==> src/rtl/reg_bank_arbiter.sv <==
// Round-robin shared register bank: NREQ writers, 2-cycle req/grant/ack write transactions, async read port.
// Define ARB_FIXED_PRIO_EN to replace round-robin with lowest-index-wins fixed priority.
module reg_bank_arbiter #(
  parameter int NREQ  = 4,
  parameter int WIDTH = 8,
  parameter int AW    = 2
) (
  input  logic                  Clock,
  input  logic                  Reset,
  input  logic [NREQ-1:0]       Req,
  input  logic [NREQ*AW-1:0]    Addr,
  input  logic [NREQ*WIDTH-1:0] Wdata,
  output logic [NREQ-1:0]       Grant,
  output logic [NREQ-1:0]       Ack,
  output logic                  Busy,
  input  logic [AW-1:0]         RdAddr,
  output logic [WIDTH-1:0]      RdData
);
  localparam int DEPTH = 1 << AW;
  localparam int IW    = (NREQ > 1) ? $clog2(NREQ) : 1;

  typedef enum logic {IDLE, WRITE} state_t;

  state_t                 state_q, state_d;
  logic [NREQ-1:0]        grant_q, grant_d;
  logic [NREQ-1:0]        ack_q, ack_d;
  logic [IW-1:0]          gidx_q, gidx_d;
  logic [DEPTH-1:0][WIDTH-1:0] bank_q;

  logic                   win_vld;
  logic [IW-1:0]          win_idx;
  logic                   we;
  logic [AW-1:0]          waddr;
  logic [WIDTH-1:0]       wdat;

`ifdef ARB_FIXED_PRIO_EN
  always_comb begin
    win_vld = 1'b0;
    win_idx = '0;
    // Scan downwards so the lowest set index is the last assignment.
    for (int i = NREQ-1; i >= 0; i--) begin
      if (Req[i]) begin
        win_vld = 1'b1;
        win_idx = IW'(i);
      end
    end
  end
`else
  logic [IW-1:0] rr_q, rr_d;

  always_comb begin
    win_vld = 1'b0;
    win_idx = '0;
    // Scan offsets high to low so the closest requester at or after rr_q wins.
    for (int k = NREQ-1; k >= 0; k--) begin
      if (Req[(int'(rr_q) + k) % NREQ]) begin
        win_vld = 1'b1;
        win_idx = IW'((int'(rr_q) + k) % NREQ);
      end
    end
  end

  always_comb begin
    rr_d = rr_q;
    if (state_q == WRITE)
      rr_d = (gidx_q == IW'(NREQ-1)) ? '0 : gidx_q + 1'b1;
  end

  always_ff @(posedge Clock or posedge Reset) begin
    if (Reset) rr_q <= '0;
    else       rr_q <= rr_d;
  end
`endif

  // State register
  always_ff @(posedge Clock or posedge Reset) begin
    if (Reset) state_q <= IDLE;
    else       state_q <= state_d;
  end

  // Next-state logic
  always_comb begin
    state_d = state_q;
    case (state_q)
      IDLE:    if (win_vld) state_d = WRITE;
      WRITE:   state_d = IDLE;
      default: state_d = IDLE;
    endcase
  end

  // Output / datapath control
  always_comb begin
    grant_d = '0;
    ack_d   = '0;
    gidx_d  = gidx_q;
    we      = 1'b0;
    case (state_q)
      IDLE: begin
        if (win_vld) begin
          grant_d = NREQ'(1) << win_idx;
          gidx_d  = win_idx;
        end
      end
      WRITE: begin
        // A requester that dropped Req before commit abandons its slot.
        if (Req[gidx_q]) begin
          we    = 1'b1;
          ack_d = grant_q;
        end
      end
      default: ;
    endcase
  end

  assign waddr = Addr[gidx_q*AW +: AW];
  assign wdat  = Wdata[gidx_q*WIDTH +: WIDTH];

  always_ff @(posedge Clock or posedge Reset) begin
    if (Reset) begin
      grant_q <= '0;
      ack_q   <= '0;
      gidx_q  <= '0;
    end else begin
      grant_q <= grant_d;
      ack_q   <= ack_d;
      gidx_q  <= gidx_d;
    end
  end

  for (genvar e = 0; e < DEPTH; e++) begin : g_bank
    always_ff @(posedge Clock or posedge Reset) begin
      if (Reset)                        bank_q[e] <= '0;
      else if (we && waddr == AW'(e))   bank_q[e] <= wdat;
    end
  end

  assign Grant  = grant_q;
  assign Ack    = ack_q;
  assign Busy   = (state_q == WRITE);
  assign RdData = bank_q[RdAddr];
endmodule

==> config.mk <==
export PLATFORM = sky130hd
export DESIGN_NAME = reg_bank_arbiter
export DESIGN_NICKNAME = d
export VERILOG_FILES = /design/src/rtl/reg_bank_arbiter.sv
export SDC_FILE = /design/constraint.sdc
export NUM_CORES = 1
export LEC_CHECK = 0
export BUFFER_PORTS_ARGS = -buffer_cell sky130_fd_sc_hd__buf_2
export CAP_MARGIN = 25
export CELL_PAD_IN_SITES_DETAIL_PLACEMENT = 1
export CELL_PAD_IN_SITES_GLOBAL_PLACEMENT = 2
export CORE_MARGIN = 3
export CORE_UTILIZATION = 35
export CTS_BUF_LIST = sky130_fd_sc_hd__clkbuf_16
export CTS_CLUSTER_DIAMETER = 40
export DETAILED_ROUTE_END_ITERATION = 12
export HOLD_SLACK_MARGIN = 0.15
export PLACE_DENSITY_LB_ADDON = 0.2
export RECOVER_POWER = 50
export SLEW_MARGIN = 20
export SYNTH_ARGS = -nofsm -noshare
export SYNTH_HDL_FRONTEND = slang
export SYNTH_SLANG_ARGS = --single-unit
==> constraint.sdc <==
create_clock -name Clock -period 2.6 [get_ports Clock]
set_input_delay 0 -clock Clock [delete_from_list [all_inputs] [get_ports Clock]]
set_output_delay 0 -clock Clock [all_outputs]
set_load 0.02 [all_outputs]
# Yosys cells after proc, flatten, opt, wreduce, memory -nomap -nowiden
# Cells that the tools add are included.
# op_classes
muxes	32
bitwise	4
n_reduce_logical	9
eq_ne	4
shifts	3
n_lt_le_gt_ge	6
add_sub_neg	4
# op_table
op	count
$shiftx 32x6->8	1
$bmux 8 s2	1
$mux 4	4
$mux 1	15
$lt 3x4->1 const B	3
$bmux 1 s2	5
$mux 2	5
$lt 2x3->1 const B	3
$mux 8	1
$shiftx 8x4->2	1
$eq 2x2->1 const B	3
$reduce_or 2->1	3
$add 2x1->2 const B	2
$add 2x2->2 const B	2
$logic_and 1x1->1	4
$shl 1x2->4 const A	1
$and 1x1->1 const A	3
$eq 2x1->1 const B	1
$logic_not 2->1	1
$pmux 1 s2	1
$reduce_and 2->1	1
$not 1->1	1
# word_totals
ff_bits	45
in_bits	48
wordCells	71
out_inout_bits	17

# Longest topological paths before layout
# Gate-level depths: netlist of the first run.
# depth
word_depth	13
mapped_depth	6
mapped_depth_nobuf	4

# Worst setup path before layout of the first run
# Ideal clock, no wire load.
# synth_path
path_type	register to register
from	register gidx_q[0]
to	register bank_q[0] (netlist bit)
arrival_time_ns	1.746
setup_slack_ns	0.729
path_buffers	1
stages_incl_launch_ff	5
required_time_ns	2.475
synth_period_minus_slack_ns	1.871
setup_time_ns	0.125
path_cell_list	dfrtp_1 -> buf_6 -> mux4_2 -> nor3b_4 -> mux2_2
# synth_between
elab_chain_len	5
elab_cells_between_ends	8
cone_classes	shift (2); mux (4); reduce/logical (2)
# synth_rtl
element	line	source
start: declaration	27	logic [IW-1:0] gidx_q, gidx_d;
start signal: assignment	126	gidx_q <= gidx_d;
$bmux 1 s2	106	if (Req[gidx_q]) begin
$mux 1 (implied by the code)	106	
$mux 1	106	
$mux 1	97	case (state_q)
$logic_and 1x1->1	133	else if (we && waddr == AW'(e)) bank_q[e] <= wdat;
end signal: indexed assignment	133	
end: declaration	28	logic [DEPTH-1:0][WIDTH-1:0] bank_q;
# Several ways; a longest one is shown, not always the timed one. The select of a mux whose other input is x is not followed.
# A chain may end at the register's enable or synchronous reset.

# Final worst setup path of the first run
# layout_path
from	register gidx_q[0]
to	register bank_q[22] (netlist bit)
# Same word-level chain as after synthesis.

==> results of run 1 <==
[path summary, 6_finish.rpt]
kind                              end  slack [ps]  cells after the start
max in group asynchronous  bank_q[24]         570                      5
min                              Busy         160                      3
max                        bank_q[22]         390                      3
max reg2reg                bank_q[22]         390                      3
min in group asynchronous     rr_q[1]         240                      3
min reg2reg                bank_q[23]         490                      1
[metal layers]
layer,track usage [%],vias to the layer above,routed length [microns]
met3,3.65,4,235
li1,-,689,-
met5,0,-,0
met2,30.5,38,3100
met1,18.6,794,2110
met4,3.88,0,38
[sequential cells by signal, indices dropped and copies added, names as in the netlist]
| name | count |
|---|---|
| Ack | 4 |
| Busy | 1 |
| Grant | 4 |
| bank_q | 32 |
| gidx_q | 2 |
| rr_q | 2 |
[cells in the mapped netlist (all sizes together)]
cell	number	area, sq um
o22a	1	8.76
nand3b	1	11.3
nor3b	1	18.8
mux4	18	405
nand2b	5	31.3
o31ai	1	7.51
o22ai	2	18.8
nor4	1	6.26
clkbuf	1	3.75
a21boi	1	7.51
nand3	1	10.0
nor2	5	18.8
o21ai	1	5.00
o21a	1	7.51
ha	1	12.5
mux2	34	383
buf	5	32.5
dfrtp	45	1130
and2	6	37.5
and3b	1	8.76
inv	3	11.3
nand2	2	7.51
a21o	1	7.51
mux2i	2	20.0
a21oi	4	20.0
[power groups by stage]
stage                     logic [mW]  clock network [mW]  registers, mW
after floorplan                 1.00                   0           1.17
after global placement          1.30                   0           1.20
after detailed placement        1.35                   0           1.23
after CTS                       1.36               0.706           1.22
after global routing            1.44               0.752           1.26
final                           1.32               0.688           1.21
[final cells by class]
type / count / area (sq um)
multi-input combinational: 90 / 1050
inverter: 3 / 11.3
sequential: 45 / 1130
clock buffer: 5 / 125
fill: 658 / 3200
clock inverter: 2 / 35.0
timing repair buffer: 73 / 377
tap: 75 / 93.8
[worst min-delay path, cell delays in order]
cell     delay (ps)
buf_2           140
nor2_1          110
a21oi_1         120
[through the flow]
stage                     instances  setup slack (ps)
final                           293               385
after global routing            293               205
after CTS                       293               353
after detailed placement        283               350
after global placement          282               430
after floorplan                 144               729
[logic make-up after synthesis]
| logic type | share of synthesized area (%) |
|---|---|
| muxes | 36.3 |
| DFF | 50.6 |
| and+or+nand+nor | 6.74 |
| AOI/OAI and AO/OA | 3.71 |
| buffers and inverters | 2.13 |
| adders and majority gates | 0.562 |
==> summary.txt, run 1 <==
Run status
  • Outcome: complete, no violations

CTS
  • H-tree Lvls: 2
  • CTS tree: built
  • CTS root buffer: clkbuf_16
  • # hold bufs at CTS: 3
  • Total setup buffers inserted after CTS: 0
  • Num CTS Buffers: 5
  • Worst-path clk slew: 60 ps
  • Clock sink count: 45
  • Number of gates resized after cts: 0
  • Worst skew pair latency: 280 ps
  • Bufs on Longest Clock Path: 2

Route
  • Vias post-DR: 1,525
  • Drt initial violations: 55
  • Drt total wl: 5480 microns
  • Drt wl/cell: 18.7 microns
  • Via-per-instance ratio: 5.20
  • Drt pass-1 iters: 4
  • ANT nets after route: 0
  • DRC: 0

STA
  • Final hold vios: 0
  • Final Skew: 2.24 ps
  • Final period utilization: 85.2%
  • Least-Margin Pin Slew: 857 ps
  • Unrepaired setup endpoints after global routing: no
  • Max Fclk: 0.452 GHz
  • Relative slew slack: 42.9%
  • # setup viols final: 0
  • Setup TNS: 0 ps
  • Final Max Tran Viols: 0
  • Fin crit period: 2210 ps
  • Min Hold Slack: 163 ps

Floorplan
  • CORE AREA: 6030 sq um
  • Die footprint: 7360 sq um
  • Top Ports: 65
  • Die extent in x: 85.8 microns
  • Row count: 28
  • Die Height: 85.8 microns
  • Starting Density: 37.0%

Hold path
  • Worst Hold Class: input pin to flip-flop
  • Hold Crit Start: Req[0]

Yosys
  • Post-Syn Nets: 193
  • Post-synthesis cell count: 144
  • Netlist cell types: 30
  • Mean Syn Cell Area: 15.5 sq um
  • Cell Area, Synth: 2230 sq um
  • Warning count from the yosys run: 0
  • Synthesized flop and latch total: 45
  • Register area share after synthesis: 50.6%

Cells and area
  • Layout Cell Area excl Fill: 2820 sq um
  • Synth-to-layout area growth: 26.7%
  • Most frequent cells in the layout: buf_2, dfrtp_1, mux2_2, mux4_2, clkbuf_1
  • Layout cell share with drive strength beyond 1: 55.5%
  • Final nets: 267
  • Commonest non-fill, non-tap cell in the layout: buf_2
  • Util after Layout: 46.8%
  • Diodes inserted: 0

Pwr
  • Reg power frac: 37.7%
  • Pint: 2.17 mW
  • Clock power share: 21.4%
  • Leakage: 1.28 nW
  • Peak VDD IR: 0.407 mV
  • Total Power: 3.22 mW
  • Comb power frac: 41.0%
  • Switching part of the total power: 32.5%
  • Switching pwr: 1.05 mW
  • Power Dens Cells: 1140 nW/um^2

Global routing
  • Initial antenna violation count: 0
  • Vias in the first global route: 1,810
  • Largest net degree at the start of global routing: 17
  • Congestion Overflow GR: 0
  • Total track usage: 16.2%
  • First-pass GRT wire length: 9130 microns

Worst setup path
  • Buffer and inverter count on the worst path: 0
  • Delay-heaviest family, CP: multiplexers
  • Critical path startpoint: gidx_q[0]
  • Startpoint Class: flip-flop
  • Slowest-stage cell, CP: mux4_2
  • WP data required: 2760 ps
  • Worst path cell trace: mux4_2 > and3b_1 > mux2_2
  • Critical path fanouts, max: 9
  • CP Class: flip-flop to flip-flop
  • Worst path max stage delay: 640 ps
  • Crit path arrival time: 2380 ps
  • Worst reg2reg startpoint: gidx_q[0]
  • Nature of the critical path endpoint: flip-flop

Placement
  • Post-DP Area: 2660 sq um
  • Routability cong.: 0.831
  • Port Buffers: 64
  • HPWL after DPL: 4390 microns

Job
  • Max_cap viols: 0
Note: power is estimated with default switching activity, not from simulation.
==> inputs of run 2 (changes only) <==
- BUFFER_PORTS_ARGS: -buffer_cell sky130_fd_sc_hd__buf_2 -> default
- CORE_UTILIZATION: 35 -> 42
- DONT_BUFFER_PORTS: default -> 1
==> run 2 against run 1 <==
Net effect:
- register-to-register slack lost 70 ps
- sequential cell count is the same
- first-iteration DRC count shrank 42%
- critical endpoint is now bank_q[23]
==> summary.txt, run 2 (synthesized netlist as in run 1, its figures left out) <==
CTS
  • Clock sink count: 45 (unchanged)
  • Worst skew pair latency: 290 ps (about the same)
  • Worst-path clk slew: 60 ps (about the same)
  • Num CTS Buffers: 5 (unchanged)
  • Bufs on Longest Clock Path: 2 (unchanged)
  • CTS tree: built
  • Total setup buffers inserted after CTS: 0 (unchanged)
  • CTS root buffer: clkbuf_16
  • H-tree Lvls: 2 (unchanged)

Cells and area
  • Largest register FFs: 32 (unchanged)
  • Fill count: 481 (-27%)
  • Final nets: 221 (-17%)
  • Register area: 1130 sq um (unchanged)
  • Util after Layout: 54.9% (+8.0 points)
  • Synth-to-layout area growth: 21.0%
  • Area of the multi-input gates: 1050 sq um (unchanged)
  • Diodes inserted: 0 (unchanged)
  • Commonest non-fill, non-tap cell in the layout: dfrtp_1
  • Final Non-Filler Cells: 239 (-18%)
  • Most frequent cells in the layout: dfrtp_1, mux2_2, dlygate4sd3_1, mux4_2, and2_1
  • Layout cell share with drive strength beyond 1: 37.2% (-18 points)
  • Top reg by flops: bank_q

Pwr
  • Leakage: 1.13 nW (-12%)
  • Peak VDD IR: 0.390 mV (-4.3%)
  • Total Power: 3.22 mW (about the same)
  • Power Dens Cells: 1200 nW/um^2 (+4.8%)

Placement
  • Worst slack, placed: 285 ps (-65.1 ps)
  • HPWL after DPL: 3650 microns (-17%)
  • Routability cong.: 0.792 (-4.7%)
  • Cell Count Post-Placement: 208 (-27%)
  • Port Buffers: 0 (-100%)

Global routing
  • Total track usage: 18.2% (+2.0 points)
  • Vias in the first global route: 1,568 (-13%)
  • Congestion Overflow GR: 0 (unchanged)
  • Largest net degree at the start of global routing: 25 (+8)
  • Initial antenna violation count: 0 (unchanged)
  • First-pass GRT wire length: 8380 microns (-8.2%)

Hold path
  • Hold Path Depth: 2 (-1)
  • Hold Crit Start: Wdata[30]
  • Worst Hold Class: input pin to flip-flop
  • Hold EP: bank_q[30]

Worst setup path
  • R2R Setup Slk: 320 ps (-70 ps)
  • Crit path arrival time: 2440 ps (+60 ps)
  • Startpoint Class: flip-flop
  • Worst R2R Path Depth: 4 (+1)
  • Nature of the critical path endpoint: flip-flop
  • WP data required: 2760 ps (about the same)
  • Reg2reg end: bank_q[23]
  • CP Class: flip-flop to flip-flop
  • Worst reg2reg startpoint: gidx_q[0]
  • Critical path fanouts, max: 13 (+4)

Route
  • Drt initial violations: 32 (-42%)
  • Drt wl/cell: 22.0 microns (+18%)
  • ANT nets after route: 0 (unchanged)
  • Vias post-DR: 1,362 (-11%)
  • Via-per-instance ratio: 5.70 (+9.5%)
  • Met2 wire len: 2760 microns (-11%)
  • Drt pass-1 iters: 4 (unchanged)
  • Drt total wl: 5260 microns (-4.1%)
  • Routed length on met3: 362 microns (+54%)
  • Max layer used: met4
  • DRC: 0 (unchanged)
  • WL met1: 2040 microns (-3.0%)

Floorplan
  • Row count: 25 (-11%)
  • CORE AREA: 4910 sq um (-19%)
  • Top Ports: 65 (unchanged)
  • Die Height: 78.8 microns (-8.1%)
  • Starting Density: 45.4% (+8.4 points)
  • Die extent in x: 78.8 microns (-8.1%)
  • Die footprint: 6210 sq um (-16%)

Run status
  • Outcome: complete, no violations

STA
  • Fin crit period: 2280 ps (+66.4 ps)
  • Max Fclk: 0.438 GHz (-2.9%)
  • Final hold vios: 0 (unchanged)
  • Relative slew slack: 10.2% (-33 points)
  • Final period utilization: 87.7% (+2.6 points)
  • Least-Margin Pin Slew: 1350 ps (+490 ps)
  • # setup viols final: 0 (unchanged)
  • Final Max Tran Viols: 0 (unchanged)
  • Final Skew: 3.68 ps (+1.44 ps)
  • Worst setup margin: 319 ps (-66.4 ps)
  • Setup TNS: 0 ps (unchanged)
  • Unrepaired setup endpoints after global routing: no

Job
  • Max_cap viols: 0 (unchanged)
-- run 2: cell count changes in the layout (fill, tap and decap cells not counted) --
| cell | change |
|---|---|
| dlygate4sd3_1 | +21 |
| clkbuf_1 | -10 |
| buf_4 | -2 |
| buf_2 | -55 |
-- run 2: layout make-up --
type / count / share of cell area, %
Clock buffer: 5 / 4.64
Clock inverter: 2 / 1.30
Inverter: 3 / 0.418
Sequential cell: 45 / 41.8
Timing Repair Buffer: 27 / 9.61
Tap cell: 67 / 3.11
Multi-Input combinational cell: 90 / 39.1
-- run 2: per-layer routing --
metal / vias to the layer above / global-route usage [%]
met5: - / 0
met4: 0 / 6.36
met3: 10 / 6.01
met2: 47 / 31.8
met1: 707 / 21.0
li1: 598 / -
-- run 2: worst max-delay path by stage --
stage | startpoint | endpoint | slack [ps]
after floorplan | gidx_q[0] | bank_q[0] | 730
after global placement | gidx_q[0] | bank_q[5] | 390
after detailed placement | gidx_q[0] | bank_q[6] | 290
after CTS | gidx_q[0] | bank_q[6] | 290
after global routing | gidx_q[0] | bank_q[4] | 160
final | gidx_q[0] | bank_q[23] | 320
-- run 2: what timing repair did --
item	4_1_cts	5_1_grt
hold buffers	24	0
endpoints found under the hold margin	41	0
gates resized for setup	0	0
-- run 2: through the flow --
step | hold WS, ps | instance area (sq um)
global placement | -56.3 | 2300
detailed placement | -42.5 | 2300
floorplan | 200 | 2230
finish | 149 | 2690
global route | 161 | 2690
CTS | 151 | 2700
-- run 2: where the power goes --
group | internal [mW] | leakage, nW | switching [mW]
clock network | 0.446 | 0.0797 | 0.253
logic | 0.728 | 0.494 | 0.567
registers | 1.01 | 0.555 | 0.216
-- run 2: critical path, stage by stage, from the launching register on --
cell and delay, ps:
dfrtp_1 400, buf_4 300, mux4_2 540, dlygate4sd3_1 610, mux2_1 310
